==> config.mk <==
export PLATFORM = sky130hd
export DESIGN_NAME = bfm_adder
export DESIGN_NICKNAME = d
export VERILOG_FILES = /design/src/rtl/bfm_adder.sv
export SDC_FILE = /design/constraint.sdc
export NUM_CORES = 1
export LEC_CHECK = 0
export BUFFER_PORTS_ARGS = -buffer_cell sky130_fd_sc_hd__clkbuf_2
export CAP_MARGIN = 40
export CORE_UTILIZATION = 45
export CTS_BUF_LIST = sky130_fd_sc_hd__clkbuf_8 sky130_fd_sc_hd__clkbuf_16
export CTS_CLUSTER_DIAMETER = 50
export DETAILED_ROUTE_END_ITERATION = 8
export MAX_ROUTING_LAYER = met4
export PLACE_DENSITY = 0.7
export SLEW_MARGIN = 20
export SYNTH_ARGS = -nofsm -noshare
export SYNTH_HDL_FRONTEND = slang
export SYNTH_SLANG_ARGS = --single-unit
==> constraint.sdc <==
create_clock -name clk_i -period 4.86 [get_ports clk_i]
set_clock_uncertainty 0.1 [all_clocks]
set_input_delay 0.243 -clock clk_i [delete_from_list [all_inputs] [get_ports clk_i]]
set_output_delay 0.243 -clock clk_i [all_outputs]
set_load 0.01 [all_outputs]
==> src/rtl/bfm_adder.sv <==
// bfm_adder: registered WIDTH-bit adder used as the DUT endpoint of the add
// bench. Each rising clock edge adds A_s and B_s. The sum is wrapped or
// clamped depending on SATURATE, and it is registered together with the
// carry-out. The block also keeps a count of additions and a running
// checksum of every result it has produced.
//
// Ports:
//   clk_i    - clock; all state updates on its rising edge
//   reset_i  - asynchronous active-low reset; clears all state at once
//   A_s, B_s - unsigned operands, sampled on every rising edge
//   res_o    - registered sum (wrapped or saturated)
//   carry_o  - registered carry-out of the unclamped sum
//   cnt_o    - number of additions since reset, wraps at 2^CNT_W
//   acc_o    - sum of all res_o values since reset, modulo 2^ACC_W
module bfm_adder #(
  parameter int WIDTH    = 8,
  parameter bit SATURATE = 1'b0,
  parameter int CNT_W    = 32,
  parameter int ACC_W    = 16
) (
  input  logic             clk_i,
  input  logic             reset_i,
  input  logic [WIDTH-1:0] A_s,
  input  logic [WIDTH-1:0] B_s,
  output logic [WIDTH-1:0] res_o,
  output logic             carry_o,
  output logic [CNT_W-1:0] cnt_o,
  output logic [ACC_W-1:0] acc_o
);

  logic [WIDTH:0]   sum_w;
  logic [WIDTH-1:0] res_d, res_q;
  logic             carry_d, carry_q;
  logic [CNT_W-1:0] cnt_d, cnt_q;
  logic [ACC_W-1:0] acc_d, acc_q;

  // Extend by one bit so the carry-out lands in sum_w[WIDTH].
  assign sum_w   = {1'b0, A_s} + {1'b0, B_s};
  assign carry_d = sum_w[WIDTH];

  generate
    if (SATURATE) begin : g_sat
      assign res_d = sum_w[WIDTH] ? {WIDTH{1'b1}} : sum_w[WIDTH-1:0];
    end else begin : g_wrap
      assign res_d = sum_w[WIDTH-1:0];
    end
  endgenerate

  assign cnt_d = cnt_q + CNT_W'(1);
  // The checksum adds the value that res_q takes on this edge, not the old
  // res_q. This keeps acc_o equal to the sum of every result shown so far.
  assign acc_d = acc_q + ACC_W'(res_d);

  always_ff @(posedge clk_i or negedge reset_i) begin
    if (!reset_i) begin
      res_q   <= '0;
      carry_q <= 1'b0;
      cnt_q   <= '0;
      acc_q   <= '0;
    end else begin
      res_q   <= res_d;
      carry_q <= carry_d;
      cnt_q   <= cnt_d;
      acc_q   <= acc_d;
    end
  end

  assign res_o   = res_q;
  assign carry_o = carry_q;
  assign cnt_o   = cnt_q;
  assign acc_o   = acc_q;

endmodule

==> flow_metrics.py <==
metrics = {
    "power": {
        "power_frac_comb": 0.344,
        "swShare": 0.344,
        "seqPwrFrac": 0.378,
        "finalPower_mw": 1.63,
        "intPower_mw": 1.07,
        "clock_power_share": 0.279,
        "p_leak_nw": 1.80,
        "switchingPower_uw": 561,
        "power_density_nw_per_um2": 457,
        "ir_drop_mv": 0.240,
    },
    "routing": {
        "drtIter0Drc": 92,
        "avgRoutedWirePerCell_um": 13.5,
        "wirelength_um": 5620,
        "firstDrtPassIters": 4,
        "drc": 0,
        "antenna_left": 0,
        "vias": 2171,
        "viasPerCell": 5.21,
    },
    "status": {
        "status": "complete, no violations",
    },
    "clock_network": {
        "cts_max_level": 3,
        "cts.sinks": 57,
        "tritoncts": "done",
        "clk_pin_slew_worst_paths_ns": 0.06,
        "numCtsBuffers": 9,
        "clkLatencyLatePin_ns": 0.34,
        "cts_resized": 0,
        "clock_path_buffers": 2,
        "clock-root-buffer": "clkbuf_8",
    },
    "global_routing": {
        "grt_usage": 0.187,
        "antenna_found_initial": 0,
        "grt-ovfl-total": 0,
        "grt_pass1_vias": 1938,
        "grt_start_max_net_pins": 58,
        "grt_pass1_wl_um": 8940,
    },
    "timing": {
        "max_freq_ghz": 0.352,
        "tightest_slew_ns": 0.724,
        "fin_setup_tns_ns": 0,
        "slew_headroom": 0.517,
        "min_period_over_period": 0.584,
        "holdWs_ns": 0.0642,
        "finalCriticalPeriod_ns": 2.84,
        "rsz0062_at_grt": "false",
        "maxSlewViolCount": 0,
        "final-hold-violation-count": 0,
        "setup_viol": 0,
    },
    "layout": {
        "regArea_um2": 1430,
        "fin_util": 0.589,
        "postLayoutCellArea_um2": 3570,
        "multi_input_area_um2": 1420,
        "nNetsFinal": 374,
        "fill_cells": 533,
        "syn_to_final_growth_pct": 23.6,
        "diodes": 0,
        "drive_gt1_frac": 0.287,
    },
    "yosys": {
        "synth_edf_count": 0,
        "seq_area_frac_synth": 0.494,
        "synth.cell_area_um2": 2890,
        "ys_async_sr_fraction": 1.00,
        "synth_area_per_cell_um2": 11.5,
        "netlist-cell-type-count": 33,
        "syn-instance-count": 251,
        "synthFlopType": "dfrtp_1",
        "synth-seq-cells": 57,
        "synth_fp_nets": 288,
        "yosysWarnings": 0,
    },
    "critical_path": {
        "path_delay_family": "compound AO/OA/AOI/OAI gates",
        "path_buf_inv": 1,
        "end_kind": "register",
        "crit_type": "in2reg",
        "start_kind": "input port",
        "critPathSlowestCell": "a21oi_1",
        "cp.required_ns": 5.02,
        "arrival_ns": 3.00,
        "crit_chain": "clkbuf_2 > ha_1 > and3_1 > a221o_1 > o41ai_2 > xnor2_1 > ha_1 > a21oi_1 > a211oi_1 > a211oi_1 > xnor2_1",
        "path_max_fanout": 6,
        "worst_path_largest_cell_delay_ns": 0.41,
    },
    "place": {
        "dp_hpwl_um": 4130,
        "placed_area_um2": 3350,
        "gp_congestion": 0.756,
        "port-buffer-count": 74,
    },
    "die": {
        "die_x_um": 82.1,
        "initial_utilization": 0.476,
        "io_pins": 75,
        "core_um2": 6060,
        "rows": 28,
        "dieArea_um2": 6740,
        "die_h_um": 82.1,
    },
    "job": {
        "cap_viol_max_count": 0,
    },
    "min_path": {
        "hp-class": "in2reg",
    },
}
==> cell type report <==
class / instances / area share
clock buffers: 12 / 0.0463
clock inverters: 4 / 0.0119
inverters: 10 / 0.0105
multi-input cells: 183 / 0.397
flip-flops and latches: 57 / 0.400
well taps: 75 / 0.0263
repair buffers: 76 / 0.109
==> what timing repair did <==
action,4_1_cts,5_1_grt
endpoints found under the hold margin,57,0
hold buffers,1,0
buffers inserted,0,0
==> through the flow <==
step	std cells	worst slack, ns
after detailed placement	400	1.65
final	417	2.02
after global routing	417	1.82
after global placement	400	1.74
after CTS	417	2.01
after floorplan	251	2.06
==> final timing paths <==
check / endpoint / from / slack (ns) / cells past startpoint
worst max-delay path: acc_o[15] / A_s[4] / 2.02 / 11
worst min-delay path: res_o[0] / B_s[0] / 0.06 / 2
worst max register to register: acc_o[14] / acc_o[0] / 2.80 / 6
worst min register to register: cnt_o[31] / cnt_o[31] / 0.37 / 1
max in group asynchronous: cnt_o[4] / reset_i / 3.68 / 3
min in group asynchronous: cnt_o[18] / reset_i / 0.47 / 3
==> Yosys cell counts, types with 5 or more instances <==
library cell / n / area (um2)
inv_1: 10 / 37.5
nor3_1: 11 / 55.1
dfrtp_1: 57 / 1430
nand3_1: 19 / 95.1
a21oi_1: 9 / 45.0
and3_1: 5 / 31.3
nand2_1: 13 / 48.8
nor2_1: 10 / 37.5
nand4_1: 7 / 43.8
xnor2_1: 37 / 324
xor2_1: 13 / 114
ha_1: 17 / 213
==> worst register-to-register path: stages, from the launching register on <==
cell and delay, ns:
dfrtp_1 0.38, ha_1 0.23, fa_1 0.43, a211oi_1 0.29, o211ai_1 0.25, nand4_1 0.18, xnor2_1 0.12
==> flip-flops by register name, summed over array words and instances (netlist names) <==
register	count
cnt_o	32
acc_o	16
res_o	8
carry_o	1
==> power groups by stage <==
stage                     clock network, mW  logic, mW  registers, mW
after CTS                             0.466      0.565          0.618
after global placement                    0      0.553          0.625
after global routing                  0.490      0.637          0.629
final                                 0.455      0.561          0.617
after detailed placement                  0      0.564          0.625
after floorplan                           0      0.362          0.652
==> placed cells by master, fill, tap and decap left out, types with 2 or more instances in the layout <==
master    instances
and3_1            5
nand2_1          13
o211ai_1          3
dfrtp_1          57
inv_1            12
nor3_1           11
a21oi_1           9
nand4_4           2
nand4_1           7
fa_1              2
clkbuf_8         12
and2_1            4
o21bai_1          4
nor2_1           10
a31oi_1           2
and4_4            3
a211oi_1          3
a21o_1            3
and4_1            4
nand3_1          19
clkbuf_2         74
xnor2_1          37
xor2_1           13
ha_1             17
o21ai_0           3
==> cells by family (layout without fill, tap and decap cells) <==
logic type / Yosys count / after routing / share of synthesized area
AND/OR/NAND/NOR: 82 / 82 / 0.173
flip-flops: 57 / 57 / 0.494
XOR/XNOR: 50 / 50 / 0.152
AO/OA/AOI/OAI: 32 / 32 / 0.0780
adder cells (fa/ha/maj): 19 / 19 / 0.0876
buffers and inverters: 11 / 102 / 0.0156
==> routing by layer <==
layer / up-vias / GRT usage / share of wire
met3: 10 / 0.0505 / 0.046
met1: 1031 / 0.241 / 0.48
met5: - / - / 0
li1: 1073 / - / -
met4: 0 / 0.100 / 0.021
met2: 57 / 0.268 / 0.45
Power figures use the tool's default switching activity.
